## src/rtl/regfile_dump.sv

```systemverilog
// 32x32 register file ($0 hardwired to zero) with two combinational read ports and a handshake dump engine.
// Optional same-cycle write-to-read bypass is enabled by defining REGFILE_BYPASS_EN.
module regfile_dump #(
  parameter int unsigned DUMP_FIRST = 0,
  parameter int unsigned DUMP_LAST  = 31
) (
  input  logic        clk,
  input  logic        rst,
  input  logic        we,
  input  logic [4:0]  waddr,
  input  logic [31:0] wdata,
  input  logic        re1,
  input  logic [4:0]  raddr1,
  output logic [31:0] rdata1,
  input  logic        re2,
  input  logic [4:0]  raddr2,
  output logic [31:0] rdata2,
  input  logic        dump_req,
  output logic        dump_busy,
  output logic        dump_valid,
  input  logic        dump_ready,
  output logic [4:0]  dump_idx,
  output logic [31:0] dump_data,
  output logic        dump_done
);

  typedef enum logic [1:0] {IDLE, RUN, DONE} state_t;

  state_t      state, state_nxt;
  logic [31:0] regs [32];
  logic [4:0]  idx_nxt;
  logic [31:0] data_nxt;
  logic [4:0]  sel_idx;
  logic [31:0] sel_val;

  always_ff @(posedge clk or negedge rst) begin
    if (!rst) begin
      for (int unsigned i = 0; i < 32; i++) regs[i] <= '0;
    end else if (we && waddr != '0) begin
      regs[waddr] <= wdata;
    end
  end

  always_comb begin
    rdata1 = '0;
    if (rst && re1 && raddr1 != '0) begin
      rdata1 = regs[raddr1];
`ifdef REGFILE_BYPASS_EN
      if (we && raddr1 == waddr) rdata1 = wdata;
`endif
    end
  end

  always_comb begin
    rdata2 = '0;
    if (rst && re2 && raddr2 != '0) begin
      rdata2 = regs[raddr2];
`ifdef REGFILE_BYPASS_EN
      if (we && raddr2 == waddr) rdata2 = wdata;
`endif
    end
  end

  // Index the dump engine loads next: first index when starting, successor while running.
  assign sel_idx = (state == RUN) ? dump_idx + 5'd1 : 5'(DUMP_FIRST);

  // Dump always forwards a same-cycle write, regardless of the read-port bypass option.
  always_comb begin
    sel_val = regs[sel_idx];
    if (sel_idx == '0)
      sel_val = '0;
    else if (we && waddr == sel_idx)
      sel_val = wdata;
  end

  always_ff @(posedge clk or negedge rst) begin
    if (!rst) begin
      state     <= IDLE;
      dump_idx  <= '0;
      dump_data <= '0;
    end else begin
      state     <= state_nxt;
      dump_idx  <= idx_nxt;
      dump_data <= data_nxt;
    end
  end

  always_comb begin
    state_nxt = state;
    idx_nxt   = dump_idx;
    data_nxt  = dump_data;
    case (state)
      IDLE: begin
        if (dump_req) begin
          state_nxt = RUN;
          idx_nxt   = sel_idx;
          data_nxt  = sel_val;
        end
      end
      RUN: begin
        if (dump_ready) begin
          if (dump_idx == 5'(DUMP_LAST)) begin
            state_nxt = DONE;
          end else begin
            idx_nxt  = sel_idx;
            data_nxt = sel_val;
          end
        end
      end
      DONE:    state_nxt = IDLE;
      default: state_nxt = IDLE;
    endcase
  end

  assign dump_valid = (state == RUN);
  assign dump_busy  = (state == RUN);
  assign dump_done  = (state == DONE);

endmodule

```

## config.mk

```make
export PLATFORM = sky130hd
export DESIGN_NAME = regfile_dump
export DESIGN_NICKNAME = d
export VERILOG_FILES = /design/src/rtl/regfile_dump.sv
export SDC_FILE = /design/constraint.sdc
export NUM_CORES = 2
export LEC_CHECK = 0
export CAP_MARGIN = 10
export CORE_AREA = 5 5 356 358
export DETAILED_ROUTE_END_ITERATION = 10
export DIE_AREA = 0 0 361 363
export PLACE_DENSITY_LB_ADDON = 0.08
export SLEW_MARGIN = 20
export SYNTH_ARGS = -nofsm -noshare
export SYNTH_HDL_FRONTEND = slang
export SYNTH_SLANG_ARGS = --single-unit
```

## constraint.sdc

```tcl
create_clock -name clk -period 2.54 [get_ports clk]
set_clock_uncertainty 0.1 [all_clocks]
set_input_delay 0.508 -clock clk [delete_from_list [all_inputs] [get_ports clk]]
set_output_delay 0.508 -clock clk [all_outputs]
set_load 0.05 [all_outputs]
```

==> flow_summary.json <==
{
  "outcome": "complete, but fails checks",
  "failed_checks": "setup timing",
  "grt_max_degree": 157,
  "antenna_found_initial": 17,
  "setup_viol": 97,
  "worst_pin_slew_ps": 1030,
  "reg2reg_from": "dump_idx[0]",
  "vias_per_cell": 7.46,
  "drcViolationCount": 0,
  "multi_input_area_mm2": 0.0406,
  "reg2reg_setup_slack_ps": -500,
  "yosysSeqAreaShare_pct": 39.5,
  "synth_cells": 5651,
  "critPathMaxStageDelay_ps": 520,
  "row_count": 129,
  "overflow": 0,
  "synth_most_common_cell": "mux2_2",
  "die_w_um": 361,
  "cp_num_buf_inv": 2,
  "fmax_mhz": 298,
  "crit_chain": "mux4_2 -> mux4_2 -> mux2i_4 -> buf_6 -> nor2b_4 -> buf_6",
  "numPortBuffers": 157,
  "drive_gt1_share_pct": 52.0,
  "worstHoldStart": "regs[1018]",
  "worst_slack_ps": -818,
  "wl_um": 305000,
  "floorplan.die_area_mm2": 0.131,
  "synth_area_mm2": 0.0673,
  "clockBufferDepth": 3,
  "cts.sinks": 1063,
  "min_to": "regs[1018]",
  "irDropWorstVdd_uv": 741,
  "post_drt_wl_per_cell_um": 37.7,
  "period_share_pct": 132,
  "synth_edf_count": 0,
  "grt_usage_pct": 44.3,
  "cts-root-buf": "clkbuf_16",
  "startpoint": "regs[638]",
  "synth_top_area_share_pct": 39.5,
  "dr.pass1.iters": 6,
  "yosysWarnings": 0,
  "r2r_cells": 10,
  "p_leak_nw": 38.4,
  "slowest_stage": "mux4_2",
  "io_pins": 158,
  "ys_ff_latch": 1063,
  "drv_slew": 0,
  "cts_tree": "built",
  "relSlewSlack_pct": 31.2,
  "place_worst_setup_slack_ps": -720,
  "synth_ff_type": "dfrtp_1",
  "vias": 60300,
  "cp_data_required_time_ps": 1930,
  "path_depth": 6,
  "cp_max_fo": 4,
  "fp.coreArea_mm2": 0.123,
  "drtAntennaViolNets": 0,
  "final_core_util_pct": 72.1,
  "drtIter0Drc": 9006,
  "cp-start-kind": "register",
  "hold_viol": 0,
  "area_growth_pct": 31.7,
  "worstSetupEndpointType": "output port",
  "hold_class": "reg2reg",
  "reg2reg_to": "dump_data[9]",
  "grt_pass1_wl_um": 424000,
  "clk_pin_slew_worst_paths_ps": 60,
  "rsz0062_at_grt": "true",
  "start_util_pct": 54.8,
  "max-cap-violations": 0,
  "async_flop_share_pct": 100,
  "nFillCells": 8330,
  "grt_pass1_vias": 58200,
  "nNetsFinal": 6408,
  "worstSetupPathType": "reg2out",
  "synth_cell_types": 76,
  "seq_area_mm2": 0.0266,
  "synthTopCellsByArea": "dfrtp_1 (40%), mux2_2 (20%), mux4_2 (11%)",
  "syn_nets": 5707,
  "cts_buffers": 117,
  "die_y_um": 363,
  "holdWs_ps": 332,
  "synth.largest_area_cell": "dfrtp_1",
  "worstHoldPathCells": 0,
  "p_per_area_mw_per_mm2": 881,
  "clock_latency_ps": 780,
  "ys_top_cells_by_count": "mux2_2 (1,174), dfrtp_1 (1,063), mux2i_1 (517)",
  "arrival_ps": 2750,
  "htree_levels": 3,
  "globalplace.congestion": 0.946,
  "dp_hpwl_um": 190000,
  "syn_avg_cell_area_um2": 11.9,
  "period_needed_ps": 3360,
  "critPathTopFamily": "multiplexers"
}
layout by cell type (no fill, tap or decap), types with 51 or more instances in the layout:
master / instances
nand2_1: 79
a22oi_1: 73
a21oi_1: 113
a22oi_2: 61
o211ai_1: 92
dfrtp_1: 1057
a2bb2oi_1: 73
o21ai_1: 98
buf_12: 338
a221oi_1: 64
mux2_2: 1165
o21ai_2: 67
a221oi_2: 121
buf_4: 684
o211a_4: 51
mux4_2: 317
buf_6: 74
o22ai_1: 57
o21ai_0: 132
clkbuf_16: 135
mux2i_1: 502
nor2_1: 256
flip-flops by register name (all words and copies together) (netlist names):
| register | count |
|---|---|
| regs | 1024 |
| dump_data | 32 |
| dump_idx | 5 |
| state | 2 |
metrics by stage:
stage / power [mW] / cells / cell area, µm² / TNS, ps
3_3_place_gp: 55.3 / 7570 / 79400 / -187360
5_1_grt: 80.3 / 8086 / 88700 / -51990
6_report: 78.2 / 8092 / 88700 / -49040
3_5_place_dp: 55.8 / 7570 / 79400 / -194640
4_1_cts: 75.9 / 7935 / 86200 / -45920
2_1_floorplan: 42.6 / 5651 / 69600 / -13070
what timing repair did:
| item | 4_1_cts | 5_1_grt |
|---|---|---|
| hold buffers | 1 | 0 |
| gates cloned | 20 | 18 |
| gates resized for setup | 323 | 274 |
| hold endpoints to repair | 74 | 0 |
| pin swaps | 148 | 190 |
| endpoints found under the setup margin | 127 | 99 |
| buffers inserted | 135 | 144 |
power by group:
group / switching [mW] / total, mW / internal (mW)
clock network: 7.67 / 18.4 / 10.8
logic: 18.9 / 35.9 / 17.0
registers: 3.62 / 23.8 / 20.2
routing by layer:
layer,track usage [%],routed length (µm),vias to the layer above
met1,57.9,110000,30500
li1,-,-,23500
met2,63.4,127000,4933
met3,15.2,43300,1388
met5,0,131,-
met4,28.1,23900,18
area by class of cell:
type                            count  share of cell area (%)
Timing Repair Buffer             1246                    17.2
Inverter                            8                  0.0564
Clock buffer                      174                    3.97
Multi-Input combinational cell   3916                    45.8
Tap cell                         1637                    2.31
Clock inverter                     41                   0.650
Sequential cell                  1063                    30.0
Antenna cell                        7                  0.0198
logic make-up (layout without fill, tap and decap cells):
family / count (synthesis) / in the layout / share of synthesized area, %
xor+xnor: 3 / 3 / 0.0390
buf+inv: 672 / 1469 / 4.28
mux: 2010 / 2010 / 38.0
fa+ha+maj: 2 / 2 / 0.0372
compound gates: 1333 / 1333 / 14.3
other cells: 0 / 7 / 0
simple gates: 568 / 568 / 3.89
flops: 1063 / 1063 / 39.5
how the worst max path moves through the flow:
stage                     to
2_1_floorplan  dump_data[26]
3_3_place_gp      rdata2[30]
3_5_place_dp      rdata2[30]
4_1_cts           rdata2[30]
5_1_grt           rdata2[30]
6_report          rdata2[30]
worst register-to-register path, delay by kind of cell (launching register included):
family,cells,cell delay [ps]
DFF,1,500
and+or+nand+nor,4,970
buffers and inverters,1,230
adders and majority gates,2,440
AOI/OAI and AO/OA,3,690
(Power assumes the default switching activity.)
